### src/rtl/dino_game_ctrl.sv
// dino_game_ctrl: game sequencer for the 7-segment dinosaur runner.
// It generates the game tick, spawns obstacles from an LFSR and scrolls them
// toward the player. It also times jumps, detects collisions, keeps the score
// and runs the IDLE -> RUN -> OVER flow. Segment encoding is done downstream.
// Optional build macro DINO_SPEEDUP_EN: the tick period halves at score 64
// and again at score 128. The speed level is re-evaluated on every tick.
module dino_game_ctrl #(
  parameter int          TICK_DIV      = 20000000,
  parameter int          LANES         = 5,
  parameter int          JUMP_TICKS    = 3,
  parameter int          SPAWN_GAP_MIN = 2,
  parameter logic [7:0]  LFSR_SEED     = 8'hA5
) (
  input  logic             CLOCK_50,
  input  logic             RESET_N,
  input  logic             start,
  input  logic             jump,
  output logic [LANES-1:0] lane_cactus,
  output logic [LANES-1:0] lane_bird,
  output logic             player_up,
  output logic             tick,
  output logic             game_over,
  output logic             running,
  output logic [13:0]      score
);

  localparam logic [1:0] ST_IDLE = 2'd0;
  localparam logic [1:0] ST_RUN  = 2'd1;
  localparam logic [1:0] ST_OVER = 2'd2;

  localparam int DIV_W = $clog2(TICK_DIV + 1);
  localparam int JMP_W = $clog2(JUMP_TICKS + 1);
  // One spare code so the gap counter can always represent SPAWN_GAP_MIN.
  localparam int GAP_W = $clog2(SPAWN_GAP_MIN + 2);

  logic [1:0]       state_reg, state_next;
  logic [DIV_W-1:0] div_reg, div_next;
  logic [DIV_W-1:0] div_last;
  logic [7:0]       lfsr_reg, lfsr_next;
  logic [LANES-1:0] cactus_reg, cactus_next;
  logic [LANES-1:0] bird_reg, bird_next;
  logic [LANES-1:0] cactus_shift, bird_shift;
  logic             up_reg, up_next;
  logic [JMP_W-1:0] jump_cnt_reg, jump_cnt_next;
  logic [GAP_W-1:0] gap_reg, gap_next;
  logic [13:0]      score_reg, score_next;
  logic             start_d_reg, jump_d_reg;
  logic             start_rise, jump_rise;
  logic             tick_now, collision;
  logic             spawn_ok, spawn_cactus, spawn_bird;

`ifdef DINO_SPEEDUP_EN
  logic [1:0] level_reg, level_next;
  assign div_last = DIV_W'((TICK_DIV >> level_reg) - 1);
`else
  assign div_last = DIV_W'(TICK_DIV - 1);
`endif

  assign start_rise = start & ~start_d_reg;
  assign jump_rise  = jump & ~jump_d_reg;

  // The >= comparison keeps the divider safe if the period ever shrinks mid-count.
  assign tick_now  = (state_reg == ST_RUN) && (div_reg >= div_last);
  assign collision = (cactus_reg[LANES-1] & ~up_reg) | (bird_reg[LANES-1] & up_reg);

  // LFSR[1:0]: 00 none, 01 cactus, 10 bird, 11 cactus. The two kinds are exclusive.
  assign spawn_ok     = (gap_reg >= GAP_W'(SPAWN_GAP_MIN));
  assign spawn_cactus = spawn_ok & lfsr_reg[0];
  assign spawn_bird   = spawn_ok & lfsr_reg[1] & ~lfsr_reg[0];

  // Scrolled lane contents, with lane 0 receiving the new spawn.
  assign cactus_shift[0] = spawn_cactus;
  assign bird_shift[0]   = spawn_bird;
  for (genvar gi = 1; gi < LANES; gi++) begin : g_shift
    assign cactus_shift[gi] = cactus_reg[gi-1];
    assign bird_shift[gi]   = bird_reg[gi-1];
  end

  // Next-state logic: game flow, divider, tick actions, jump handling and LFSR.
  always_comb begin
    state_next    = state_reg;
    div_next      = div_reg;
    cactus_next   = cactus_reg;
    bird_next     = bird_reg;
    up_next       = up_reg;
    jump_cnt_next = jump_cnt_reg;
    gap_next      = gap_reg;
    score_next    = score_reg;
`ifdef DINO_SPEEDUP_EN
    level_next    = level_reg;
`endif
    lfsr_next     = {lfsr_reg[6:0], lfsr_reg[7] ^ lfsr_reg[5] ^ lfsr_reg[4] ^ lfsr_reg[3]};

    case (state_reg)
      ST_IDLE, ST_OVER: begin
        div_next = '0;
        if (start_rise) begin
          state_next    = ST_RUN;
          cactus_next   = '0;
          bird_next     = '0;
          up_next       = 1'b0;
          jump_cnt_next = '0;
          gap_next      = '0;
          score_next    = '0;
`ifdef DINO_SPEEDUP_EN
          level_next    = 2'd0;
`endif
        end
      end
      ST_RUN: begin
        if (tick_now) begin
          div_next = '0;
          if (collision) begin
            // Playfield, score and player stay frozen for the game-over display.
            state_next = ST_OVER;
          end else begin
            cactus_next = cactus_shift;
            bird_next   = bird_shift;
            if (spawn_cactus | spawn_bird) begin
              gap_next = '0;
            end else if (gap_reg < GAP_W'(SPAWN_GAP_MIN)) begin
              gap_next = gap_reg + 1'b1;
            end
            if (score_reg != 14'd9999) begin
              score_next = score_reg + 14'd1;
            end
            if (jump_cnt_reg != '0) begin
              jump_cnt_next = jump_cnt_reg - 1'b1;
              if (jump_cnt_reg == JMP_W'(1)) begin
                up_next = 1'b0;
              end
            end
`ifdef DINO_SPEEDUP_EN
            if (score_next >= 14'd128) begin
              level_next = 2'd2;
            end else if (score_next >= 14'd64) begin
              level_next = 2'd1;
            end else begin
              level_next = 2'd0;
            end
`endif
          end
        end else begin
          div_next = div_reg + 1'b1;
        end
        // A jump coinciding with a tick lands after the tick has used the ground state.
        if (jump_rise && !up_reg && !(tick_now && collision)) begin
          up_next       = 1'b1;
          jump_cnt_next = JMP_W'(JUMP_TICKS);
        end
      end
      default: begin
        state_next = ST_IDLE;
        div_next   = '0;
      end
    endcase
  end

  // State registers with asynchronous active-low reset.
  always_ff @(posedge CLOCK_50 or negedge RESET_N) begin
    if (!RESET_N) begin
      state_reg    <= ST_IDLE;
      div_reg      <= '0;
      lfsr_reg     <= LFSR_SEED;
      cactus_reg   <= '0;
      bird_reg     <= '0;
      up_reg       <= 1'b0;
      jump_cnt_reg <= '0;
      gap_reg      <= '0;
      score_reg    <= '0;
      start_d_reg  <= 1'b0;
      jump_d_reg   <= 1'b0;
`ifdef DINO_SPEEDUP_EN
      level_reg    <= 2'd0;
`endif
    end else begin
      state_reg    <= state_next;
      div_reg      <= div_next;
      lfsr_reg     <= lfsr_next;
      cactus_reg   <= cactus_next;
      bird_reg     <= bird_next;
      up_reg       <= up_next;
      jump_cnt_reg <= jump_cnt_next;
      gap_reg      <= gap_next;
      score_reg    <= score_next;
      start_d_reg  <= start;
      jump_d_reg   <= jump;
`ifdef DINO_SPEEDUP_EN
      level_reg    <= level_next;
`endif
    end
  end

  assign lane_cactus = cactus_reg;
  assign lane_bird   = bird_reg;
  assign player_up   = up_reg;
  assign tick        = tick_now;
  assign game_over   = (state_reg == ST_OVER);
  assign running     = (state_reg == ST_RUN);
  assign score       = score_reg;

endmodule

### config.mk
export PLATFORM = sky130hd
export DESIGN_NAME = dino_game_ctrl
export DESIGN_NICKNAME = d
export VERILOG_FILES = /design/src/rtl/dino_game_ctrl.sv
export SDC_FILE = /design/constraint.sdc
export NUM_CORES = 1
export LEC_CHECK = 0
export CAP_MARGIN = 20
export CORE_MARGIN = 2
export CORE_UTILIZATION = 51
export DETAILED_ROUTE_END_ITERATION = 10
export GPL_TIMING_DRIVEN = 0
export PLACE_DENSITY = 0.79
export SYNTH_ARGS = -nofsm -noshare
export SYNTH_HDL_FRONTEND = slang
export SYNTH_SLANG_ARGS = --single-unit
### constraint.sdc
create_clock -name CLOCK_50 -period 7.2 [get_ports CLOCK_50]
set_clock_uncertainty 0.2 [all_clocks]
set_input_delay 1.44 -clock CLOCK_50 [delete_from_list [all_inputs] [get_ports CLOCK_50]]
set_output_delay 1.44 -clock CLOCK_50 [all_outputs]
set_load 0.005 [all_outputs]
Word-level counts from Yosys, hierarchy flattened
Cells that the tools add are included.
{"block": "word_totals", "reg_bits": 66, "in_bits": 4, "output_inout_bits": 28}
{"block": "classes", "addsub": 4, "magnitude_cmp": 3, "eq_ne": 14, "mux": 36, "n_bitwise": 16, "n_reduce_logical": 16}
{"cell": "$mux 14", "n": 4}
{"cell": "$mux 25", "n": 2}
{"cell": "$pmux 14 s2", "n": 1}
{"cell": "$add 25x1->25 const B", "n": 1}
{"cell": "$ge 25x25->1 const B", "n": 1}
{"cell": "$mux 5", "n": 5}
{"cell": "$mux 2", "n": 12}
{"cell": "$pmux 5 s2", "n": 2}
{"cell": "$reduce_and 5->1", "n": 3}
{"cell": "$add 14x1->14 const B", "n": 1}
{"cell": "$ne 14x14->1 const B", "n": 1}
{"cell": "$ne 3x1->1 const B", "n": 4}
{"cell": "$pmux 2 s2", "n": 3}
{"cell": "$and 1x1->1", "n": 7}
{"cell": "$mux 1", "n": 6}
{"cell": "$ne 2x1->1 const B", "n": 3}
{"cell": "$reduce_and 6->1", "n": 1}
{"cell": "$eq 2x1->1 const B", "n": 2}
{"cell": "$logic_and 1x1->1", "n": 4}
{"cell": "$ne 2x2->1 const B", "n": 2}
{"cell": "$not 1->1", "n": 4}
{"cell": "$reduce_and 4->1", "n": 1}
{"cell": "$reduce_bool 2->1", "n": 2}
{"cell": "$ne 3x2->1 const B", "n": 1}
{"cell": "12 further kinds", "n": 16}

Longest topological paths before layout
{"block": "depth", "depth_word": 8, "mapped_depth": 9, "depth_no_buf": 7}

Worst setup path after synthesis
No wires, ideal clock.
{"block": "synth_timing", "path_type": "register to output", "from": "reg div_reg[0]", "to": "out tick", "arrival_ns": 1.723, "required_time_ns": 5.560, "path_slack_ns": 3.837, "path_stages_with_launch": 8, "cell_sequence": "dfrtp_1 ha_1 clkbuf_1 a21o_1 a31oi_4 or3_4 buf_6 a21oi_1"}
{"block": "synth_via", "elab_chain_cells": 2}
{"item": "start: declaration", "line_no": "37", "text": "logic [DIV_W-1:0] div_reg, div_next;"}
{"item": "start signal: assignment", "line_no": "178", "text": "div_reg <= div_next;"}
{"item": "$ge 25x25->1", "line_no": "63", "text": "assign tick_now = (state_reg == ST_RUN) && (div_reg >= div_last);"}
{"item": "$logic_and 1x1->1", "line_no": "63"}
{"item": "end: declaration", "line_no": "21", "text": "output logic tick,"}
No other way between the ends.

Worst setup path in the final report
Same ends and word-level chain as after synthesis.

==> impl_summary.log <==
INFO  metric clkPwrFrac = 47.9%
INFO  metric final_count_of_hold_timing_violations = 0
INFO  metric relSlewSlack = 46.28%
INFO  metric powerDensity = 196.5 mW/mm^2
INFO  metric grt_util_all_layers = 20.32%
INFO  metric ys.warnings.count = 0
INFO  metric postCtsResizedCells = 0
INFO  metric dpl.hpwl = 4.564 mm
INFO  metric clkTransAtPathRegs = 0.07 ns
INFO  metric max_cap_violations = 0
INFO  metric drive_above_1_share = 9.333%
INFO  metric cts-htree-levels = 3
INFO  metric async_reset_ff_share = 100.0%
INFO  metric finalWirelength = 6.638 mm
INFO  metric cts_made_buffers = 9
INFO  metric post_cts_buffers = 0
INFO  metric synthFlopType = sky130_fd_sc_hd__dfrtp_1
INFO  metric drv_slew = 0
INFO  metric post_synth_inst_count = 328
INFO  metric first_pass_iters = 4
INFO  metric internal_power = 602.6 uW
INFO  metric achievable_clock_frequency = 0.2213 GHz
INFO  metric sequential_fraction_of_the_synthesis_area = 51.86%
INFO  metric cts-root-to-sink-buffers = 2
INFO  metric antennaDiodeCount = 0
INFO  metric nFillCells = 486
INFO  metric floorplan.die.width = 83.14 um
INFO  metric share_seq_of_total_power = 49.9%
INFO  metric detailroute.via_count = 2,597
INFO  metric cp_max_fo = 7
INFO  metric crit_path_start_kind = register
INFO  metric cts_sink_cnt = 66
INFO  metric final_min_period_over_clock_period = 62.77%
INFO  metric power.switching = 150.7 uW
INFO  metric setup_viol = 0
INFO  metric grt.overflow.total = 0
INFO  metric critical_path.cell_chain = ha_1 -> clkbuf_1 -> a21o_1 -> a31oi_4 -> or3_4 -> buf_6 -> a21oi_1 -> clkdlybuf4s50_1
INFO  metric net_count_after_synthesis = 337
INFO  metric vias_per_cell = 5.771
INFO  metric area_growth = 20.02%
INFO  metric antenna_violating_nets_post_route = 0
INFO  metric leakage = 1.635 nW
INFO  metric p_comb_share = 2.2%
INFO  metric num_rows = 28
INFO  metric crit_path_top_delay_cell = sky130_fd_sc_hd__clkdlybuf4s50_1
INFO  metric portBuffers = 31
INFO  metric worst_setup_path_end_kind = output pin
INFO  metric critPathMaxStageDelay = 0.57 ns
INFO  metric clk_root_buffer_cell = sky130_fd_sc_hd__clkbuf_8
INFO  metric die-area = 0.006912 sq mm
INFO  metric grt_pass1_vias = 2,462
INFO  metric critical_path_class = register to output pin
INFO  metric power.share.switching = 20.00%
INFO  metric initial_utilization = 53.32%
INFO  metric die_height = 83.14 um
INFO  metric dr.first_iter.drc_count = 191
INFO  metric synth_seq_cells = 66
INFO  metric peakVddDrop = 0.1362 mV
INFO  metric run_status = complete, no violations
INFO  metric post_drt_wl_per_cell = 14.75 um
INFO  metric flip_flop_count_of_the_largest_register_after_layout = 25
INFO  metric postCtsHoldBufs = 0
INFO  metric drt_drc_violations_left = 0
INFO  metric critPathArrivalTime = 2.88 ns
INFO  metric tns = 0 ns
INFO  metric boundaryPins = 32
INFO  metric timing.hold.worst.class = register to register
INFO  metric setup_repair_after_global_routing_missed_its_margin = no
INFO  metric worst-path-buf-inv = 3
INFO  metric required = 5.56 ns
INFO  metric last_weighted_congestion_value_of_the_routability_driven_placer = 0.7883
INFO  metric grt_start_max_net_pins = 67
INFO  metric synth_enable_flop_cells = 0
INFO  metric final_net_count = 379
INFO  metric post_synth.cell_area_avg = 9.739 sq um
INFO  metric grt_pass1_wl = 11.42 mm
INFO  metric clkLatencyLatePin = 0.34 ns
INFO  metric initial_antenna_violation_count = 0
INFO  metric timing_worst_slew_pin_value = 0.8059 ns
INFO  metric design.core.area = 0.005991 sq mm
INFO  metric timing.final.crit_period = 4.519 ns
INFO  metric netlist_cell_types = 53
INFO  metric syn_area = 0.003194 sq mm
INFO  metric cts_tree = built
INFO  metric cpLargestDelayFamily = buffers and inverters
INFO  metric fin_total_pwr = 753.3 uW
-- final timing paths --
check / from / to / slack [ns] / cells after the start
setup reg to reg: div_reg[0] / score[12] / 4.34 / 9
hold reg to reg: lfsr_reg[6] / lfsr_reg[7] / 0.16 / 0
max in group asynchronous: RESET_N / score[1] / 5.27 / 1
min in group asynchronous: RESET_N / div_reg[17] / 0.99 / 1
hold / removal: lfsr_reg[6] / lfsr_reg[7] / 0.16 / 0
setup / recovery: div_reg[0] / tick / 2.68 / 8
-- logic make-up (layout without fill, tap and decap cells) --
family | after synthesis | count (layout) | share of synthesized area (%)
xor gates and xnor gates | 24 | 24 | 6.580
AOI/OAI and AO/OA | 69 | 69 | 14.49
DFF | 66 | 66 | 51.86
buffers and inverters | 19 | 66 | 2.586
adders and majority gates | 5 | 5 | 1.958
and+or+nand+nor | 143 | 143 | 21.86
muxes | 2 | 2 | 0.6659
-- per-stage QoR --
stage               setup WS [ns]  area (sq um)  hold slack [ns]  utilization (%)  std cells
finish                      2.681          3834           0.1557            63.99        450
CTS                         2.652          3834           0.1598            63.99        450
detailed placement          2.946          3596           0.1470            60.03        434
global route                2.529          3834           0.1700            63.99        450
floorplan                   3.837          3194           0.1330                -        328
global placement            2.306          3598           0.1368            60.07        434
-- power groups by stage --
stage | clock [mW] | sequential, mW | combinational [mW]
finish | 0.361 | 0.376 | 0.0166
global route | 0.384 | 0.376 | 0.0195
CTS | 0.369 | 0.376 | 0.0174
detailed placement | 0 | 0.383 | 0.0172
global placement | 0 | 0.383 | 0.0169
floorplan | 0 | 0.383 | 0.00473
-- layer usage --
metal	track usage, %	up-vias	share of wire [%]
met2	31.45	58	47
met1	27.48	1289	47
met4	8.644	0	1.4
met5	0	-	0
met3	4.771	11	4.1
li1	-	1239	-
-- placed cells by master, fill, tap and decap left out, drive strengths merged, types with 7 or more instances in the layout --
cell            n
nand2          40
o21ai          24
nand4           8
nand3          13
inv             7
nor2           37
a21oi          17
xnor2          12
clkdlybuf4s50  30
or3             7
and3           14
xor2           12
clkbuf         22
dfrtp          62
-- final cells by class --
type / instances / area, sq um / share of cell area, %
buffer: 12 / 56.30 / 1.469
multi-input combinational: 243 / 1455 / 37.96
clock buffer: 12 / 165.2 / 4.308
inverter: 7 / 26.28 / 0.6854
clock inverter: 4 / 72.57 / 1.893
timing repair buffer: 31 / 307.8 / 8.029
tap: 75 / 93.84 / 2.448
sequential: 66 / 1657 / 43.21
-- synth_stat cells (2+ instances only) --
cell                       number  share of area (%)
sky130_fd_sc_hd__a21o_1         2               0.47
sky130_fd_sc_hd__a21oi_1       17                2.7
sky130_fd_sc_hd__a31o_2         5                1.4
sky130_fd_sc_hd__a31oi_1        3               0.59
sky130_fd_sc_hd__and2_1         2               0.39
sky130_fd_sc_hd__and3_1        13                2.5
sky130_fd_sc_hd__clkbuf_1      10                1.2
sky130_fd_sc_hd__dfrtp_1       62                 49
sky130_fd_sc_hd__dfstp_2        4                3.3
sky130_fd_sc_hd__ha_1           5                2.0
sky130_fd_sc_hd__inv_1          7               0.82
sky130_fd_sc_hd__nand2_1       40                4.7
sky130_fd_sc_hd__nand2b_1       2               0.39
sky130_fd_sc_hd__nand3_1       13                2.0
sky130_fd_sc_hd__nand4_1        8                1.6
sky130_fd_sc_hd__nor2_1        37                4.3
sky130_fd_sc_hd__nor3_1         6               0.94
sky130_fd_sc_hd__nor4_1         3               0.59
sky130_fd_sc_hd__o211ai_1       2               0.47
sky130_fd_sc_hd__o21ai_0       22                3.4
sky130_fd_sc_hd__o21ai_1        2               0.31
sky130_fd_sc_hd__o22ai_1        2               0.39
sky130_fd_sc_hd__o31ai_1        2               0.47
sky130_fd_sc_hd__or3_1          6                1.2
sky130_fd_sc_hd__or4_1          3               0.71
sky130_fd_sc_hd__xnor2_1       12                3.3
sky130_fd_sc_hd__xor2_1        12                3.3
Note: power is estimated with default switching activity, not from simulation.
